## src/rtl/mandelbrot_pkg.sv

```systemverilog
// Shared fixed-point constants, FSM encoding and default view window for the Mandelbrot
// coordinate generator.
package mandelbrot_pkg;

    // Fixed-point layout s4.F: 1 sign bit, 4 integer bits, the remainder fractional.
    localparam int FP_S    = 1;
    localparam int FP_I    = 4;
    localparam int DEF_FPW = 27;
    localparam int FP_F    = DEF_FPW - FP_S - FP_I;

    typedef enum logic [1:0] {
        ST_IDLE,
        ST_RUN,
        ST_FIN
    } state_t;

    // Default view window (-2.5..1.0, -1.0..1.0) in the DEF_FPW format.
    localparam int WIN_X_MIN = -(5 <<< (FP_F - 1));
    localparam int WIN_X_MAX = 1 <<< FP_F;
    localparam int WIN_Y_MIN = -(1 <<< FP_F);
    localparam int WIN_Y_MAX = 1 <<< FP_F;

endpackage

```

## src/rtl/mandelbrot_fp_acc.sv

```systemverilog
// Registered signed fixed-point accumulator with load priority over add.
// MANDELBROT_COORDS_SAT_EN: saturate on overflow and expose the per-add overflow flag.
module mandelbrot_fp_acc #(
    parameter int FPW = 27
) (
    input  logic           clk,
    input  logic           rst,
    input  logic           clk_en,
    input  logic           load,
    input  logic [FPW-1:0] load_val,
    input  logic           add,
    input  logic [FPW-1:0] step,
    output logic [FPW-1:0] acc
`ifdef MANDELBROT_COORDS_SAT_EN
    ,
    output logic           ovf
`endif
);

    logic [FPW-1:0] nxt;

`ifdef MANDELBROT_COORDS_SAT_EN
    logic [FPW:0] sum;

    assign sum = {acc[FPW-1], acc} + {step[FPW-1], step};
    assign ovf = sum[FPW] ^ sum[FPW-1];

    always_comb begin
        nxt = sum[FPW-1:0];
        if (ovf) begin
            nxt = sum[FPW] ? {1'b1, {(FPW-1){1'b0}}} : {1'b0, {(FPW-1){1'b1}}};
        end
    end
`else
    // The low FPW bits of the widened sum equal a plain two's-complement wrap.
    assign nxt = acc + step;
`endif

    always_ff @(posedge clk) begin
        if (rst) begin
            acc <= '0;
        end else if (clk_en) begin
            if (load) begin
                acc <= load_val;
            end else if (add) begin
                acc <= nxt;
            end
        end
    end

endmodule

```

## src/rtl/mandelbrot_coords_gen.sv

```systemverilog
// Raster scanner emitting one fixed-point (x, y) coordinate per pixel as a ready/valid stream.
// MANDELBROT_COORDS_SAT_EN: saturating accumulation plus a sticky ovf output.
module mandelbrot_coords_gen
    import mandelbrot_pkg::*;
#(
    parameter  int HRES = 640,
    parameter  int VRES = 480,
    parameter  int CW   = 12,
    parameter  int AW   = 19,
    parameter  int FPW  = 27,
    parameter  int NCH  = 4,
    localparam int CHW  = (NCH > 1) ? $clog2(NCH) : 1
) (
    input  logic           clk,
    input  logic           rst,
    input  logic           clk_en,
    input  logic           init,
    input  logic [FPW-1:0] x0,
    input  logic [FPW-1:0] y0,
    input  logic [FPW-1:0] xs,
    input  logic [FPW-1:0] ys,
    input  logic           out_rdy,
    output logic           out_vld,
    output logic [FPW-1:0] x,
    output logic [FPW-1:0] y,
    output logic [AW-1:0]  adr,
    output logic [CHW-1:0] ch,
    output logic           busy,
    output logic           done
`ifdef MANDELBROT_COORDS_SAT_EN
    ,
    output logic           ovf
`endif
);

    state_t         state;
    logic [CW-1:0]  cnt_x, cnt_y;
    logic [FPW-1:0] x0_q, xs_q, ys_q;
    logic           xfer, eol, last;
    logic           x_load, x_add, y_add;

    assign xfer   = out_vld && out_rdy && (state == ST_RUN);
    assign eol    = (cnt_x == CW'(HRES - 1));
    assign last   = eol && (cnt_y == CW'(VRES - 1));
    assign x_load = init || (xfer && eol && !last);
    assign x_add  = xfer && !eol;
    assign y_add  = xfer && eol && !last;

`ifdef MANDELBROT_COORDS_SAT_EN
    logic x_ovf, y_ovf;
`endif

    mandelbrot_fp_acc #(
        .FPW (FPW)
    ) u_acc_x (
        .clk      (clk),
        .rst      (rst),
        .clk_en   (clk_en),
        .load     (x_load),
        .load_val (init ? x0 : x0_q),
        .add      (x_add),
        .step     (xs_q),
        .acc      (x)
`ifdef MANDELBROT_COORDS_SAT_EN
        ,
        .ovf      (x_ovf)
`endif
    );

    mandelbrot_fp_acc #(
        .FPW (FPW)
    ) u_acc_y (
        .clk      (clk),
        .rst      (rst),
        .clk_en   (clk_en),
        .load     (init),
        .load_val (y0),
        .add      (y_add),
        .step     (ys_q),
        .acc      (y)
`ifdef MANDELBROT_COORDS_SAT_EN
        ,
        .ovf      (y_ovf)
`endif
    );

    always_ff @(posedge clk) begin
        if (rst) begin
            state   <= ST_IDLE;
            out_vld <= 1'b0;
            adr     <= '0;
            ch      <= '0;
            busy    <= 1'b0;
            done    <= 1'b0;
            cnt_x   <= '0;
            cnt_y   <= '0;
            x0_q    <= '0;
            xs_q    <= '0;
            ys_q    <= '0;
`ifdef MANDELBROT_COORDS_SAT_EN
            ovf     <= 1'b0;
`endif
        end else if (clk_en) begin
            done <= 1'b0;
            // init restarts from any state and wins over a coincident handshake.
            if (init) begin
                x0_q    <= x0;
                xs_q    <= xs;
                ys_q    <= ys;
                cnt_x   <= '0;
                cnt_y   <= '0;
                adr     <= '0;
                ch      <= '0;
                out_vld <= 1'b1;
                busy    <= 1'b1;
                state   <= ST_RUN;
            end else begin
                case (state)
                    ST_IDLE: ;
                    ST_RUN: begin
                        if (xfer) begin
                            if (last) begin
                                out_vld <= 1'b0;
                                done    <= 1'b1;
                                state   <= ST_FIN;
                            end else begin
                                adr <= adr + 1'b1;
                                ch  <= (ch == CHW'(NCH - 1)) ? '0 : ch + 1'b1;
                                if (eol) begin
                                    cnt_x <= '0;
                                    cnt_y <= cnt_y + 1'b1;
                                end else begin
                                    cnt_x <= cnt_x + 1'b1;
                                end
                            end
                        end
                    end
                    ST_FIN: begin
                        busy  <= 1'b0;
                        state <= ST_IDLE;
                    end
                    default: state <= ST_IDLE;
                endcase
            end
`ifdef MANDELBROT_COORDS_SAT_EN
            if (init) begin
                ovf <= 1'b0;
            end else if ((x_add && x_ovf) || (y_add && y_ovf)) begin
                ovf <= 1'b1;
            end
`endif
        end
    end

endmodule

```

## config.mk

```make
export PLATFORM = sky130hd
export DESIGN_NAME = mandelbrot_coords_gen
export DESIGN_NICKNAME = d
export VERILOG_FILES = /design/src/rtl/mandelbrot_pkg.sv /design/src/rtl/mandelbrot_fp_acc.sv /design/src/rtl/mandelbrot_coords_gen.sv
export SDC_FILE = /design/constraint.sdc
export NUM_CORES = 1
export LEC_CHECK = 0
export ABC_AREA = 1
export BUFFER_PORTS_ARGS = -buffer_cell sky130_fd_sc_hd__buf_2
export CAP_MARGIN = 25
export CORE_ASPECT_RATIO = 1.2
export CORE_MARGIN = 1.5
export CORE_UTILIZATION = 50
export CTS_CLUSTER_DIAMETER = 80
export DETAILED_ROUTE_END_ITERATION = 10
export MAX_ROUTING_LAYER = met4
export PLACE_DENSITY_LB_ADDON = 0.1
export SLEW_MARGIN = 5
export SYNTH_ARGS = -nofsm -noshare
export SYNTH_HDL_FRONTEND = slang
export SYNTH_SLANG_ARGS = --single-unit
```

## constraint.sdc

```tcl
create_clock -name clk -period 5.8 [get_ports clk]
set_input_delay 0.29 -clock clk [delete_from_list [all_inputs] [get_ports clk]]
set_output_delay 0.29 -clock clk [all_outputs]
set_load 0.02 [all_outputs]
```

Word level (Yosys, flattened, before mapping)
Cells that the tools add are included.
{ "totals": {"reg_bits": 185, "input_bits": 113, "out_inout_bits": 78, "wordCells": 91} }
{ "op_classes": {"add_sub_neg": 6, "n_eq_ne": 9, "n_mux": 38, "reduce_logical": 25} }
{ "op_table": {"columns": ["operator", "count"], "rows": [
  ["27-bit two-way mux", 5],
  ["12-bit two-way mux", 10],
  ["19-bit two-way mux", 4],
  ["27-bit adder", 2],
  ["12-bit by 1-bit adder with 12-bit output, second input constant", 2],
  ["19-bit by 1-bit adder with 19-bit output, second input constant", 1],
  ["2-bit two-way mux", 8],
  ["2-bit nonzero test", 7],
  ["12-bit by 10-bit equality test with 1-bit output, second input constant", 1],
  ["12-bit by 9-bit equality test with 1-bit output, second input constant", 1],
  ["4-bit AND reduction", 3],
  ["1-bit two-way mux", 10],
  ["2-bit AND reduction", 4],
  ["1-bit logical AND", 6],
  ["3-bit inequality test, second input constant", 2],
  ["5-bit AND reduction", 1],
  ["2-bit equality test, second input constant", 2],
  ["2-bit inequality test, second input constant", 2],
  ["2-bit case mux with 2 select lines", 1],
  ["2-bit by 1-bit adder with 2-bit output, second input constant", 1],
  ["2-bit by 1-bit equality test with 1-bit output, second input constant", 1],
  ["1-bit logical NOT", 2],
  ["2-bit logical NOT", 1],
  ["1-bit logical OR", 1]
]} }

Depth between registers and ports, before layout
Gate-level depths: netlist of run 1.
{ "logic_depth": {"depth_word": 7, "ltp_mapped": 15, "depth_no_buf": 15} }

Cells and area by module
From an unflattened synthesis of run 1, not the netlist that was laid out.
{ "hier_totals": {"hier_cells": 2104, "area_unflattened_um2": 12779.8} }
{ "by_module_without_submodules": {"columns": ["mod", "n_inst", "cells_per_inst", "area_per_inst_um2", "seq_area_each_um2"], "rows": [
  ["mandelbrot_fp_acc", 2, 589, 3264.4, 540.5],
  ["mandelbrot_coords_gen", 1, 926, 6251.0, 2622.5]
]} }

Least setup slack after synthesis of run 1
Ideal clock, no wire load.
{ "synth_timing": {"path_kind": "register -> register", "start": "register u_acc_x.acc[0]", "end": "register u_acc_x.acc[26]", "setup_ns": 0.119, "t_arrival_ns": 1.966, "required_ns": 5.681, "path_slack_ns": 3.714, "stages_incl_launch_ff": 16, "n_path_buf": 0, "period_less_slack_ns": 2.086, "cell_sequence": "dfxtp_1 -> ha_1 -> inv_1 -> fa_1 -> inv_1 -> nand3_1 -> nand2_1 -> nand2_1 -> nand2_1 -> nand2_1 -> nand2_1 -> nand2_1 -> nand2_1 -> nand2_1 -> nand3_1 -> a21oi_1"} }
{ "synth_via": {"elab_chain_cells": 3} }
{ "synth_rtl": {"columns": ["item", "line_no", "text"], "rows": [
  ["start: declaration", "mandelbrot_fp_acc.sv:13", "output logic [FPW-1:0] acc"],
  ["start signal: assignment", "mandelbrot_fp_acc.sv:44", "acc <= load_val;"],
  ["start signal: assignment", "mandelbrot_fp_acc.sv:46", "acc <= nxt;"],
  ["27-bit adder", "mandelbrot_fp_acc.sv:36", "assign nxt = acc + step;"],
  ["27-bit two-way mux", "mandelbrot_fp_acc.sv:45", "end else if (add) begin"],
  ["27-bit two-way mux", "mandelbrot_fp_acc.sv:43", "if (load) begin"]
]} }
Every way passes these cells. The select of a mux whose other input is x is not followed.
A chain may end at the register's enable or synchronous reset.

Final worst setup path of run 1
{ "layout_timing": {"start": "register cnt_y[0]", "end": "register u_acc_y.acc[0]"} }
{ "layout_via": {"elab_chain_cells": 6} }
{ "layout_rtl": {"columns": ["item", "line_no", "text"], "rows": [
  ["start: declaration", "mandelbrot_coords_gen.sv:37", "logic [CW-1:0] cnt_x, cnt_y;"],
  ["start signal: assignment", "mandelbrot_coords_gen.sv:131", "cnt_y <= cnt_y + 1'b1;"],
  ["12-bit by 9-bit equality test with 1-bit output", "mandelbrot_coords_gen.sv:44", "assign last = eol && (cnt_y == CW'(VRES - 1));"],
  ["1-bit logical AND", "mandelbrot_coords_gen.sv:44", null],
  ["1-bit logical NOT", "mandelbrot_coords_gen.sv:47", "assign y_add = xfer && eol && !last;"],
  ["1-bit logical AND", "mandelbrot_coords_gen.sv:47", null],
  ["2-bit nonzero test (no line)", null, null],
  ["2-bit AND reduction (no line)", null, null],
  ["end signal: assignment", "mandelbrot_fp_acc.sv:44", null],
  ["end signal: assignment", "mandelbrot_fp_acc.sv:46", null],
  ["end: declaration", "mandelbrot_fp_acc.sv:13", null]
]} }
Every way passes these cells.

==> results of run 1 <==
[critical path: stages, from the launching register on]
cell                       delay, ns
sky130_fd_sc_hd__dfxtp_1        0.39
sky130_fd_sc_hd__ha_1           0.29
sky130_fd_sc_hd__nand2_1        0.10
sky130_fd_sc_hd__nor2_1         0.14
sky130_fd_sc_hd__nand3_1        0.22
sky130_fd_sc_hd__nand3_2        0.16
sky130_fd_sc_hd__nand2_4        0.25
sky130_fd_sc_hd__nand2_4        0.54
sky130_fd_sc_hd__clkinv_2       0.55
sky130_fd_sc_hd__o21ai_0        0.31
sky130_fd_sc_hd__a31oi_1        0.06
[power by group]
group          total, mW  internal [mW]  switching, mW
combinational      0.540          0.188          0.352
sequential          1.38           1.33         0.0450
clock               1.20          0.619          0.581
total               3.12           2.14          0.978
[stage by stage]
step	total power, mW	util	area [µm²]	setup slack [ns]	hold WS, ns
2_1_floorplan	1.77	-	12000	3.71	0.429
3_3_place_gp	1.93	0.558	13000	2.67	0.454
3_5_place_dp	1.94	0.559	13100	2.63	0.459
4_1_cts	3.14	0.585	13700	2.60	0.0729
5_1_grt	3.27	0.586	13700	2.29	0.0825
6_report	3.12	0.586	13700	2.60	0.0868
[per-layer routing]
| metal | up-vias | routed length [µm] | global-route usage |
|---|---|---|---|
| met4 | 0 | 943 | 0.103 |
| li1 | 6477 | - | - |
| met3 | 62 | 1440 | 0.0479 |
| met1 | 5586 | 15200 | 0.342 |
| met5 | - | 0 | - |
| met2 | 277 | 17700 | 0.517 |
[synthesized netlist by cell type, drive strengths merged]
library cell  count
nand2           537
clkbuf           43
nand3           133
or2               4
dfxtp           185
buf              30
o31ai             1
and3              1
o211ai           10
and2              4
ha               56
a211oi            6
a21oi           146
nor2            245
nor3b             1
a21o              3
xnor2            11
a31oi             4
nor4              3
nand4            31
inv             257
nand3b            2
a31o              3
fa                2
xor2             27
o21ai           156
clkinv            1
nor3             26
o21a              3
o21bai            4
[registers in the layout, summed over array words and instances, names as in the netlist]
name         count
cnt_x           12
x0_q            27
u_acc_y.acc     27
done             1
ys_q            27
adr             19
state            2
cnt_y           12
u_acc_x.acc     27
ch               2
xs_q            27
busy             1
out_vld          1
[final timing paths]
| kind | from | end | cells after the start |
|---|---|---|---|
| max | cnt_y[0] | u_acc_y.acc[0] | 10 |
| min | x0[23] | x0_q[23] | 3 |
| max reg2reg | cnt_y[0] | u_acc_y.acc[0] | 10 |
| min reg2reg | done | done | 2 |
[area by class of cell]
class,instances,area share
diodes,5,0.000914
repair buffers,198,0.0762
clock buffers,17,0.0311
flip-flops and latches,185,0.271
multi-input cells,1419,0.509
clock inverters,15,0.0129
well taps,315,0.0288
inverters,258,0.0709
[cell families (layout without fill, tap and decap cells)]
family / after synthesis / after routing / share of synthesized area
AND/OR/NAND/NOR: 987 / 987 / 0.342
flip-flops: 185 / 185 / 0.309
AO/OA/AOI/OAI: 336 / 336 / 0.149
buffers and inverters: 331 / 488 / 0.111
other: 0 / 5 / 0
adder cells (fa/ha/maj): 58 / 58 / 0.0618
XOR/XNOR: 38 / 38 / 0.0277
==> summary.log, run 1 <==
[run_status] run status finished clean
[global_route] sum of overflow across all layers after global routing 0
[finish] final-stage net count 2250
[clock_tree] H-tree lvl count 4
[place] Cells after DPL 2374
[place] Port-buffer cells 190
[sta] Slew headroom 0.372
[sta] Worst Skew 0.00955 ns
[sta] final setup violating endpoints 0
[finish] footprint of the multi-input gates 6960 µm²
[sta] Highest Clock Rate 312 MHz
[logic_synthesis] Netlist Area Pre-Place 12000 µm²
[clock_tree] clock latency reported for the late side of the worst-skew pair 0.45 ns
[drt] first-iteration detailed-routing DRC count 616
[sta] Tightest Pin Transition 0.942 ns
[drt] detail-routed via count per cell 5.14
[pwr] power density normalized to cell area 228 nW/µm²
[sta] Max Transition Viols Final 0
[logic_synthesis] leading area contributor after synthesis sky130_fd_sc_hd__dfxtp_1
[finish] fill cell count 2473
[drt] first-pass iteration count of the detailed router 5
[finish] most used cells in the layout excluding fill and tap cells sky130_fd_sc_hd__nand2_1 (529), sky130_fd_sc_hd__inv_1 (251), sky130_fd_sc_hd__nor2_1 (241), sky130_fd_sc_hd__buf_2 (190), sky130_fd_sc_hd__dfxtp_1 (185)
[worst_setup_path] minimum setup slack among reg-to-reg paths 2.60 ns
[hold_path] kind of path behind the tightest hold check in2reg
[clock_tree] Resize count post-CTS 0
[logic_synthesis] fraction of the yosys area taken by sequential cells 0.309
[clock_tree] cts bufs inserted 17
[finish] Area growth, synth to finish 14.1%
[die] Chip Height 173 µm
[die] area of the placeable core 23400 µm²
[job] count of maximum capacitance violations 0
[logic_synthesis] Net Count, Synth 2106
[drt] WL final 35300 µm
[worst_setup_path] Worst Setup Start Kind register
[global_route] wire length of the first global-routing pass 57400 µm
[logic_synthesis] share of Yosys cell area claimed by the top area cell type 0.309
[place] half-perimeter wire length after placement 26100 µm
[sta] count of endpoints failing hold in the final timing report 0
[clock_tree] Post-CTS Setup Repair Bufs 0
[sta] Total Negative Setup Slacks 0 ns
[worst_setup_path] CP required 6.11 ns
[die] area of the die 24900 µm²
[worst_setup_path] critical path arrival 3.51 ns
[logic_synthesis] number of unique standard cell types used by synthesis 46
[logic_synthesis] mean instance size in the synthesized netlist 6.20 µm²
[logic_synthesis] synth warn 0
[place] weighted congestion at the end of routability-driven global placement 0.910
[drt] Vias 12400
[drt] average routed wire per standard cell 14.6 µm
[logic_synthesis] flip-flop and latch count after synthesis 185
[sta] Period minus WS final 3.20 ns
[clock_tree] clock transition at the registers of the reported paths 0.08 ns
[worst_setup_path] Crit Path Max Fanout 52
[finish] most common cell after layout, fill and taps aside sky130_fd_sc_hd__nand2_1
[finish] final non-filler cell total 2412
[die] overall die width 144 µm
[logic_synthesis] top cells by area in the synthesized netlist sky130_fd_sc_hd__dfxtp_1 (31%), sky130_fd_sc_hd__nand2_1 (17%), sky130_fd_sc_hd__inv_1 (7.9%)
[global_route] pin count of the biggest net entering global routing 93
[drt] antenna viol nets, final 0
[die] Std-Cell Rows 61
[clock_tree] CTS tree built
[clock_tree] number of clock sinks 185
[logic_synthesis] Mapped Cells 1935
[clock_tree] count of hold-fix buffers inserted at cts 0
[pwr] leakage power 6.62 nW
[die] Initial Utilization 0.514
[drt] drt drc 0
[sta] unrepaired setup endpoints after global routing no
[global_route] antenna violations before repair 5
[clock_tree] Max Root-Sink Buffers 2
[global_route] number of global-route vias before repair 11600
[finish] share of post-route cells with drive strength above 1 0.125
[worst_setup_path] type of element capturing the critical path register
[die] Top Ports 191
[global_route] total track usage 0.297
[pwr] maximum ir drop on the vdd rail 0.212 mV
[clock_tree] CTS Root Cell sky130_fd_sc_hd__clkbuf_16
[sta] crit share post-route 0.552
[worst_setup_path] Crit Path Class reg2reg
[finish] sequential standard cell area 3700 µm²
(Power assumes the default switching activity.)
==> run 2, diff against run 1 <==
==> constraint.sdc (replaced) <==
create_clock -name clk -period 3 [get_ports clk]
set_input_delay 0.15 -clock clk [delete_from_list [all_inputs] [get_ports clk]]
set_output_delay 0.15 -clock clk [all_outputs]
set_load 0.02 [all_outputs]
==> summary.log, run 2 (synthesized netlist as in run 1, its figures left out) <==
[die] Initial Utilization 0.514
[global_route] antenna violations before repair 2
[global_route] total track usage 0.314
[die] area of the die 24900 µm²
[sta] crit share post-route 0.862
[sta] Period minus WS final 2.59 ns
[worst_setup_path] Worst Setup Start Kind register
[sta] Max Transition Viols Final 0
[clock_tree] number of clock sinks 185
[worst_setup_path] Crit Path Class reg2reg
[clock_tree] CTS tree built
[worst_setup_path] reg-to-reg critical path startpoint cnt_y[0]
[sta] unrepaired setup endpoints after global routing no
[drt] first-iteration detailed-routing DRC count 753
[finish] most used cells in the layout excluding fill and tap cells sky130_fd_sc_hd__nand2_1 (529), sky130_fd_sc_hd__inv_1 (251), sky130_fd_sc_hd__nor2_1 (241), sky130_fd_sc_hd__buf_2 (190), sky130_fd_sc_hd__dfxtp_1 (185)
[clock_tree] clock latency reported for the late side of the worst-skew pair 0.45 ns
[clock_tree] cts bufs inserted 17
[finish] most common cell after layout, fill and taps aside sky130_fd_sc_hd__nand2_1
[sta] count of endpoints failing hold in the final timing report 0
[pwr] leakage power 6.99 nW
[global_route] number of global-route vias before repair 12400
[pwr] power density normalized to cell area 425 nW/µm²
[global_route] sum of overflow across all layers after global routing 0
[worst_setup_path] type of element capturing the critical path register
[run_status] run status finished clean
[drt] Vias 12900
[drt] antenna viol nets, final 0
[finish] fin util 0.623
[finish] share of post-route cells with drive strength above 1 0.122
[sta] worst hold slack 0.000761 ns
[worst_setup_path] CP required 3.32 ns
[place] placed instance area 13100 µm²
[finish] Area growth, synth to finish 21.4%
[die] area of the placeable core 23400 µm²
[sta] Slew headroom 0.394
[sta] Tightest Pin Transition 0.908 ns
[clock_tree] clock transition at the registers of the reported paths 0.07 ns
[drt] first-pass iteration count of the detailed router 8
[clock_tree] Resize count post-CTS 0
[place] Port-buffer cells 190
[global_route] pin count of the biggest net entering global routing 80
[clock_tree] Post-CTS Setup Repair Bufs 0
[worst_setup_path] Crit Path Max Fanout 28
[die] Std-Cell Rows 61
[die] Chip Height 173 µm
[finish] fill cell count 2300
[sta] final setup violating endpoints 0
[sta] Worst Skew 0.00853 ns
[drt] drt drc 0
[drt] average routed wire per standard cell 15.1 µm
[place] weighted congestion at the end of routability-driven global placement 0.948
[finish] final non-filler cell total 2496
[worst_setup_path] critical path arrival 2.90 ns
[global_route] wire length of the first global-routing pass 60600 µm
[job] count of maximum capacitance violations 0
[die] overall die width 144 µm
[sta] post-route worst setup slack 0.414 ns
[hold_path] kind of path behind the tightest hold check in2reg
[pwr] maximum ir drop on the vdd rail 0.373 mV
[finish] final-stage net count 2337
[pwr] power after layout 6.19 mW
[hold_path] startpoint of the tightest hold check path ys[0]
[clock_tree] count of hold-fix buffers inserted at cts 82
[sta] Highest Clock Rate 387 MHz
[finish] post-route cell area 14600 µm²
[die] Top Ports 191
[sta] Total Negative Setup Slacks 0 ns
[place] worst slack after detailed placement 0.439 ns
[clock_tree] H-tree lvl count 4
[clock_tree] CTS Root Cell sky130_fd_sc_hd__clkbuf_16
[place] half-perimeter wire length after placement 27200 µm
[worst_setup_path] Critical path origin cnt_y[0]
[drt] WL final 37600 µm
[place] Cells after DPL 2379
[clock_tree] Max Root-Sink Buffers 2
[drt] detail-routed via count per cell 5.17
[run 2: cell types whose count changed in the layout (fill, tap and decap cells not counted)]
cell / previous run / this run
sky130_fd_sc_hd__buf_12: 1 / 3
sky130_fd_sc_hd__buf_16: 1 / 0
sky130_fd_sc_hd__buf_4: 6 / 9
sky130_fd_sc_hd__bufinv_16: 1 / 2
sky130_fd_sc_hd__clkinv_4: 0 / 3
sky130_fd_sc_hd__clkinv_8: 2 / 1
sky130_fd_sc_hd__diode_2: 5 / 2
sky130_fd_sc_hd__dlygate4sd3_1: 0 / 83
sky130_fd_sc_hd__inv_6: 4 / 2
sky130_fd_sc_hd__inv_8: 5 / 4
[run 2: cell type report]
class / instances / area (µm²) / area share
repair buffers: 285 / 1910 / 0.131
inverters: 258 / 971 / 0.0667
well taps: 315 / 394 / 0.0271
multi-input cells: 1419 / 6960 / 0.478
clock inverters: 15 / 188 / 0.0129
diodes: 2 / 5.00 / 0.000344
flip-flops and latches: 185 / 3700 / 0.254
clock buffers: 17 / 425 / 0.0292
[run 2: where the power goes]
group | internal, mW | total (mW) | switching, mW
registers | 2.58 | 2.66 | 0.0866
logic | 0.438 | 1.15 | 0.710
clock network | 1.27 | 2.38 | 1.11
total | 4.28 | 6.19 | 1.91
[run 2: worst paths after layout]
check,depth (start not counted),slack [ns],end
setup reg to reg,10,0.41,u_acc_y.acc[8]
hold reg to reg,2,0.47,done
hold / removal,3,0.0008,ys_q[0]
setup / recovery,10,0.41,u_acc_y.acc[8]
[run 2: routing by layer]
layer	global-route usage	share of wire	up-vias
met3	0.0476	0.041	54
met2	0.559	0.51	325
met1	0.359	0.43	5853
met4	0.0943	0.023	0
met5	-	0	-
li1	-	-	6668
[run 2: critical path: stages (launching register included)]
cell	delay, ns
sky130_fd_sc_hd__dfxtp_1	0.39
sky130_fd_sc_hd__ha_1	0.29
sky130_fd_sc_hd__nand2_1	0.10
sky130_fd_sc_hd__nor2_1	0.13
sky130_fd_sc_hd__nand3_1	0.22
sky130_fd_sc_hd__nand3_2	0.16
sky130_fd_sc_hd__nand2_4	0.06
sky130_fd_sc_hd__nand2_4	0.24
sky130_fd_sc_hd__clkinv_2	0.45
sky130_fd_sc_hd__o21ai_0	0.33
sky130_fd_sc_hd__a21oi_1	0.06
